File: config.mk
export PLATFORM = sky130hd
export DESIGN_NAME = ls_updn_counter_flat
export DESIGN_NICKNAME = d
export VERILOG_FILES = /design/src/rtl/ls_counter_pkg.sv /design/src/rtl/ls_updn_counter_if.sv /design/src/rtl/ls_counter_term.sv /design/src/rtl/ls_updn_counter.sv /design/src/flat_wrapper.sv
export SDC_FILE = /design/constraint.sdc
export NUM_CORES = 1
export LEC_CHECK = 0
export CORE_AREA = 8 8 45 47
export CTS_CLUSTER_DIAMETER = 80
export DETAILED_ROUTE_END_ITERATION = 12
export DIE_AREA = 0 0 53 55
export PLACE_DENSITY_LB_ADDON = 0.08
export SLEW_MARGIN = 25
export SYNTH_ARGS = -nofsm -noshare
export SYNTH_HDL_FRONTEND = slang
export SYNTH_SLANG_ARGS = --single-unit
File: constraint.sdc
create_clock -name clk -period 1.6 [get_ports clk]
set_input_delay 0.32 -clock clk [delete_from_list [all_inputs] [get_ports clk]]
set_output_delay 0.32 -clock clk [all_outputs]
set_load 0.02 [all_outputs]
File: src/rtl/ls_counter_pkg.sv
// Shared definitions for the loadable up/down counter: state encoding,
// direction constants and the load saturation helper.
package ls_counter_pkg;

  typedef enum logic [0:0] {
    RUN  = 1'b0,
    HALT = 1'b1
  } cnt_state_e;

  localparam logic CNT_UP = 1'b1;
  localparam logic CNT_DN = 1'b0;

  // Operands are 17 bits wide so a modulus of 2**16 is still representable.
  function automatic logic [16:0] sat_load(input logic [16:0] din_ext,
                                           input logic [16:0] modulus);
    logic [16:0] res;
    if (din_ext >= modulus) begin
      res = modulus - 17'd1;
    end else begin
      res = din_ext;
    end
    return res;
  endfunction

endpackage

File: src/rtl/ls_updn_counter_if.sv
// Counter control/status bundle. Define LS_UPDN_MATCH_EN to add the
// match_val compare input and the match strobe.
interface ls_updn_counter_if #(
  parameter int WIDTH = 4
);

  logic [WIDTH-1:0] din;
  logic             enp;
  logic             ent;
  logic             n_load;
  logic             up;
  logic             one_shot;
  logic [WIDTH-1:0] q;
  logic             rco;
  logic             tc_pulse;
  logic             halted;

`ifdef LS_UPDN_MATCH_EN
  logic [WIDTH-1:0] match_val;
  logic             match;

  modport master (
    output din, enp, ent, n_load, up, one_shot, match_val,
    input  q, rco, tc_pulse, halted, match
  );

  modport slave (
    input  din, enp, ent, n_load, up, one_shot, match_val,
    output q, rco, tc_pulse, halted, match
  );
`else
  modport master (
    output din, enp, ent, n_load, up, one_shot,
    input  q, rco, tc_pulse, halted
  );

  modport slave (
    input  din, enp, ent, n_load, up, one_shot,
    output q, rco, tc_pulse, halted
  );
`endif

endinterface

File: src/rtl/ls_counter_term.sv
// Terminal-value detector: high when q sits on the terminal value for the
// current direction (MODULUS-1 counting up, zero counting down).
module ls_counter_term
  import ls_counter_pkg::*;
#(
  parameter int WIDTH   = 4,
  parameter int MODULUS = 2**WIDTH
) (
  input  logic [WIDTH-1:0] q_i,
  input  logic             up_i,
  output logic             at_tv_o
);

  localparam logic [WIDTH-1:0] MAX_V = WIDTH'(MODULUS - 1);

  // Direction-dependent terminal compare.
  always_comb begin
    if (up_i == CNT_DN) begin
      at_tv_o = (q_i == {WIDTH{1'b0}});
    end else begin
      at_tv_o = (q_i == MAX_V);
    end
  end

endmodule

File: src/rtl/ls_updn_counter.sv
// Modulo-MODULUS up/down counter with parallel load, free-run/one-shot modes
// and a registered terminal strobe. LS_UPDN_MATCH_EN adds a match strobe.
module ls_updn_counter
  import ls_counter_pkg::*;
#(
  parameter int WIDTH   = 4,
  parameter int MODULUS = 2**WIDTH
) (
  input  logic             clk,
  input  logic             n_clr,
  ls_updn_counter_if.slave bus
);

  localparam logic [WIDTH-1:0] MAX_V = WIDTH'(MODULUS - 1);
  localparam logic [16:0]      MOD_V = 17'(MODULUS);

  cnt_state_e       state_q;
  logic [WIDTH-1:0] q_q;
  logic [WIDTH-1:0] q_d;
  logic             tc_q;
  logic             tc_d;
  logic             at_tv_s;
  logic             load_s;
  logic             step_s;
  logic             halt_step_s;
  logic [WIDTH-1:0] load_val_s;

  ls_counter_term #(
    .WIDTH   (WIDTH),
    .MODULUS (MODULUS)
  ) u_term (
    .q_i     (q_q),
    .up_i    (bus.up),
    .at_tv_o (at_tv_s)
  );

  assign load_val_s = WIDTH'(sat_load(17'(bus.din), MOD_V));

  // Next count: load wins over a step; a one-shot step from TV keeps q.
  always_comb begin
    load_s      = ~bus.n_load;
    step_s      = bus.n_load & bus.enp & bus.ent & (state_q == RUN);
    halt_step_s = step_s & at_tv_s & bus.one_shot;
    tc_d        = step_s & at_tv_s;
    q_d         = q_q;
    if (load_s) begin
      q_d = load_val_s;
    end else if (step_s) begin
      if (at_tv_s) begin
        if (bus.one_shot) begin
          q_d = q_q;
        end else if (bus.up == CNT_UP) begin
          q_d = {WIDTH{1'b0}};
        end else begin
          q_d = MAX_V;
        end
      end else if (bus.up == CNT_UP) begin
        q_d = q_q + WIDTH'(1);
      end else begin
        q_d = q_q - WIDTH'(1);
      end
    end else begin
      q_d = q_q;
    end
  end

  // Count register, terminal strobe and RUN/HALT state.
  always_ff @(posedge clk) begin
    if (!n_clr) begin
      state_q <= RUN;
      q_q     <= {WIDTH{1'b0}};
      tc_q    <= 1'b0;
    end else begin
      q_q  <= q_d;
      tc_q <= tc_d;
      case (state_q)
        RUN: begin
          if (halt_step_s) begin
            state_q <= HALT;
          end else begin
            state_q <= RUN;
          end
        end
        HALT: begin
          if (load_s) begin
            state_q <= RUN;
          end else begin
            state_q <= HALT;
          end
        end
        default: state_q <= RUN;
      endcase
    end
  end

  assign bus.q        = q_q;
  assign bus.tc_pulse = tc_q;
  assign bus.halted   = (state_q == HALT);
  assign bus.rco      = bus.ent & at_tv_s;

`ifdef LS_UPDN_MATCH_EN
  logic match_q;
  logic match_d;

  // A halting step leaves q unchanged, so it never counts as reaching match_val.
  always_comb begin
    match_d = (load_s | (step_s & ~halt_step_s)) & (q_d == bus.match_val);
  end

  // Match strobe register.
  always_ff @(posedge clk) begin
    if (!n_clr) begin
      match_q <= 1'b0;
    end else begin
      match_q <= match_d;
    end
  end

  assign bus.match = match_q;
`endif

endmodule

File: src/flat_wrapper.sv
// flat-port wrapper written by rule: the top's interface ports become plain ports
module ls_updn_counter_flat import ls_counter_pkg::*;
#(
  parameter int WIDTH   = 4,
  parameter int MODULUS = 2**WIDTH
)
  (clk, n_clr, bus_din, bus_enp, bus_ent, bus_n_load, bus_up, bus_one_shot, bus_q, bus_rco, bus_tc_pulse, bus_halted);
  ls_updn_counter_if #(.WIDTH(WIDTH)) bus_i ();
  input  logic clk;
  input  logic n_clr;
  input wire logic [$bits(bus_i.din)-1:0] bus_din;
  input wire logic [$bits(bus_i.enp)-1:0] bus_enp;
  input wire logic [$bits(bus_i.ent)-1:0] bus_ent;
  input wire logic [$bits(bus_i.n_load)-1:0] bus_n_load;
  input wire logic [$bits(bus_i.up)-1:0] bus_up;
  input wire logic [$bits(bus_i.one_shot)-1:0] bus_one_shot;
  output wire logic [$bits(bus_i.q)-1:0] bus_q;
  output wire logic [$bits(bus_i.rco)-1:0] bus_rco;
  output wire logic [$bits(bus_i.tc_pulse)-1:0] bus_tc_pulse;
  output wire logic [$bits(bus_i.halted)-1:0] bus_halted;
  assign bus_i.din = bus_din;
  assign bus_i.enp = bus_enp;
  assign bus_i.ent = bus_ent;
  assign bus_i.n_load = bus_n_load;
  assign bus_i.up = bus_up;
  assign bus_i.one_shot = bus_one_shot;
  assign bus_q = bus_i.q;
  assign bus_rco = bus_i.rco;
  assign bus_tc_pulse = bus_i.tc_pulse;
  assign bus_halted = bus_i.halted;
  ls_updn_counter #(.WIDTH(WIDTH), .MODULUS(MODULUS)) u_core (.clk(clk), .n_clr(n_clr), .bus(bus_i));
endmodule
==> flow_metrics.env <==
export IMPL_violations="negative setup slack"
export IMPL_top_level_ports=18
export IMPL_yosys_area_top_type_share_pct=27.5
export IMPL_final_min_period_over_clock_period_pct=118
export IMPL_slew_limit_headroom_pct=81.0
export IMPL_hpwl_dp_um=1170
export IMPL_synthesis_area_um2=437
export IMPL_cts_root_buffer_cell="sky130_fd_sc_hd__clkbuf_4"
export IMPL_grt_first_pass_wirelength_um=2660
export IMPL_tightestPinTransition_ps=284
export IMPL_worst_setup_hold_path_clk_slew_ps=60
export IMPL_yosys_register_bits=6
export IMPL_die_w_um=53
export IMPL_fin_skew_ps=13.2
export IMPL_timing_critical_path_from_type="register"
export IMPL_max_ir_drop_vdd_v=0.000369
export IMPL_top_library_cells_by_usage_in_the_layout_fill_and_taps_aside="14 x sky130_fd_sc_hd__buf_4, 11 x sky130_fd_sc_hd__clkdlybuf4s50_1, 4 x sky130_fd_sc_hd__inv_1, 4 x sky130_fd_sc_hd__dlygate4sd2_1, 4 x sky130_fd_sc_hd__dfxtp_2"
export IMPL_drt_drc_violations_left=0
export IMPL_synth_ff_type="sky130_fd_sc_hd__dfxtp_1"
export IMPL_grt_pass1_vias=585
export IMPL_timing_setup_critical_path_class="register to output pin"
export IMPL_postRouteAntennaNets=0
export IMPL_async_set_reset_flop_share_out_of_synthesis_pct=0
export IMPL_drt_iter0_markers=26
export IMPL_outcome="finished, violations left"
export IMPL_initial_utilization_pct=31.6
export IMPL_postLayoutCoreUtil_pct=60.8
export IMPL_critical_path_max_fanout=2
export IMPL_gp_congestion=0.820
export IMPL_number_of_failing_hold_endpoints_at_the_final_stage=0
export IMPL_drv_cap=0
export IMPL_setup_worst_path_end_class="output pin"
export IMPL_cts_max_level=1
export IMPL_finalWirelength_um=1620
export IMPL_number_of_enable_type_register_cells_in_the_synthesized_netlist=0
export IMPL_timing_final_setup_violations=5
export IMPL_achievable_frequency_ghz=0.530
export IMPL_timing_critical_path_arrival_ps=1570
export IMPL_min_delay_path_class="register to register"
export IMPL_postSynthNetCount=67
export IMPL_final_setup_tns_ps=-491
export IMPL_io_buffers=17
export IMPL_tritoncts_num_buffers=3
export IMPL_std_cell_rows=14
export IMPL_fin_ws_ps=-286
export IMPL_clock_sinks=6
export IMPL_firstDrtPassIters=4
export IMPL_grt_antenna_before_repair=0
export IMPL_power_leakage_nw=0.364
export IMPL_die_area_um2=2920
export IMPL_ys_top_cells_by_area="sky130_fd_sc_hd__dfxtp_1 28%, sky130_fd_sc_hd__ha_1 5.7%, sky130_fd_sc_hd__o2111a_1 5.2%"
export IMPL_post_drt_via_cell_ratio=5.63
export IMPL_syn_mean_instance_area_um2=8.24
export IMPL_route_detailed_wl_per_inst_um=15.6
export IMPL_track_usage_pct=12.1
export IMPL_synthesis_instances=53
export IMPL_clock_insertion_delay_at_the_later_pin_of_the_skew_report_ps=250
export IMPL_yosys_cell_types_count=30
export IMPL_hold_buffers=0
export IMPL_worst_path_max_delay_cell="sky130_fd_sc_hd__or4_4"
export IMPL_layout_cells_most_common="sky130_fd_sc_hd__buf_4"
export IMPL_seq_area_frac_synth_pct=27.5
export IMPL_yosys_warnings=0
export IMPL_power_density_cell_area_nw_per_um2=631
export IMPL_nNetsFinal=104
export IMPL_cts_max_path_buffers=2
export IMPL_worst_ep_required_time_ps=1280
export IMPL_antenna_diode_count=0
export IMPL_ratio_of_cells_with_drive_above_1_in_the_final_layout_pct=39.8
export IMPL_grt_max_degree=8
export IMPL_globalRoute_totalOverflow=0
export IMPL_synthToLayoutAreaGrowth_pct=92.5
export IMPL_die_height_um=55
export IMPL_yosys_area_top_type="sky130_fd_sc_hd__dfxtp_1"
export IMPL_design_core_area_um2=1380
export IMPL_cp_slowest_stage_delay_ps=540
export IMPL_crit_chain="or4_4 > mux2i_4 > and2_4 > buf_6"
export IMPL_dp_slack_ps=-850
export IMPL_cts_tree="done"
export IMPL_grt_setup_unrepaired="yes"
export IMPL_slew_viol_final=0
export IMPL_overall_via_count_from_detail_route=585
export IMPL_timing_final_crit_period_ps=1890
## repair_timing
item | in CTS | in global routing
endpoints found under the setup margin | 9 | 5
resized for setup | 13 | 13
pin swaps | 2 | 3
buffers inserted | 0 | 2
## metrics by stage
step                      hold slack [ps]  total power [W]  instance area [um2]  std cells
after global routing                  582         0.000555                  841        104
final                                 530         0.000530                  841        104
after global placement                516         0.000351                  734         99
after CTS                             532         0.000501                  761        102
after floorplan                       413         0.000250                  444         53
after detailed placement              520         0.000353                  734         99
## metal layers
layer  share of wire [%]  GRT usage, %  vias up
met3                  10          4.01       14
met5                   0             0        -
li1                    -             -      273
met1                  41          14.5      265
met4                 2.0          5.60        0
met2                  47          19.1       33
## worst max-delay path: cells and delay by family (launching register included)
family,cells,cell delay (ps)
and+or+nand+nor,2,700
muxes,1,180
buffers and inverters,1,110
DFF,1,320
## cell families after synthesis
group	Yosys count	share of synthesized area [%]
AO/OA/AOI/OAI	16	26.1
XOR/XNOR	2	4.01
adder cells (fa/ha/maj)	3	10.3
buffers and inverters	5	4.58
flip-flops	6	27.5
multiplexers	1	2.29
AND/OR/NAND/NOR	20	25.2
## flip-flops by register name (all words and copies together) (netlist names)
name,count
u_core.bus.tc_pulse,1
u_core.bus.q,4
u_core.bus.halted,1
## cells in the mapped netlist, drive strengths merged (2+ instances only)
master  n
nor3    3
and3    3
o21ai   3
dfxtp   6
a31oi   2
o2111a  2
nor2    3
ha      2
nand2   2
or2     2
nand3   2
a21oi   3
inv     4
## layout make-up
type	count	area, um2
fill	129	543
multi-input combinational	42	364
timing repair buffer	33	294
sequential	6	125
clock buffer	3	22.5
tap	16	20.0
inverter	4	15.0
## power by group
| group | leakage [nW] | total, W | switching (W) | internal, W |
|---|---|---|---|---|
| clock network | 0.0138 | 0.000151 | 0.0000656 | 0.0000856 |
| logic | 0.299 | 0.000211 | 0.0000981 | 0.000113 |
| registers | 0.0505 | 0.000168 | 0.00000756 | 0.000160 |
| total | 0.364 | 0.000530 | 0.000171 | 0.000359 |
## worst paths after layout
check	from	cells past startpoint	slack, ps	to
worst max-delay path	u_core.bus.q[3]	4	-290	bus_rco
worst min-delay path	u_core.bus.halted	2	530	u_core.bus.halted
worst max register to register	u_core.bus.q[3]	6	-110	u_core.bus.q[3]
worst min register to register	u_core.bus.halted	2	530	u_core.bus.halted
Power figures use the tool's default switching activity.
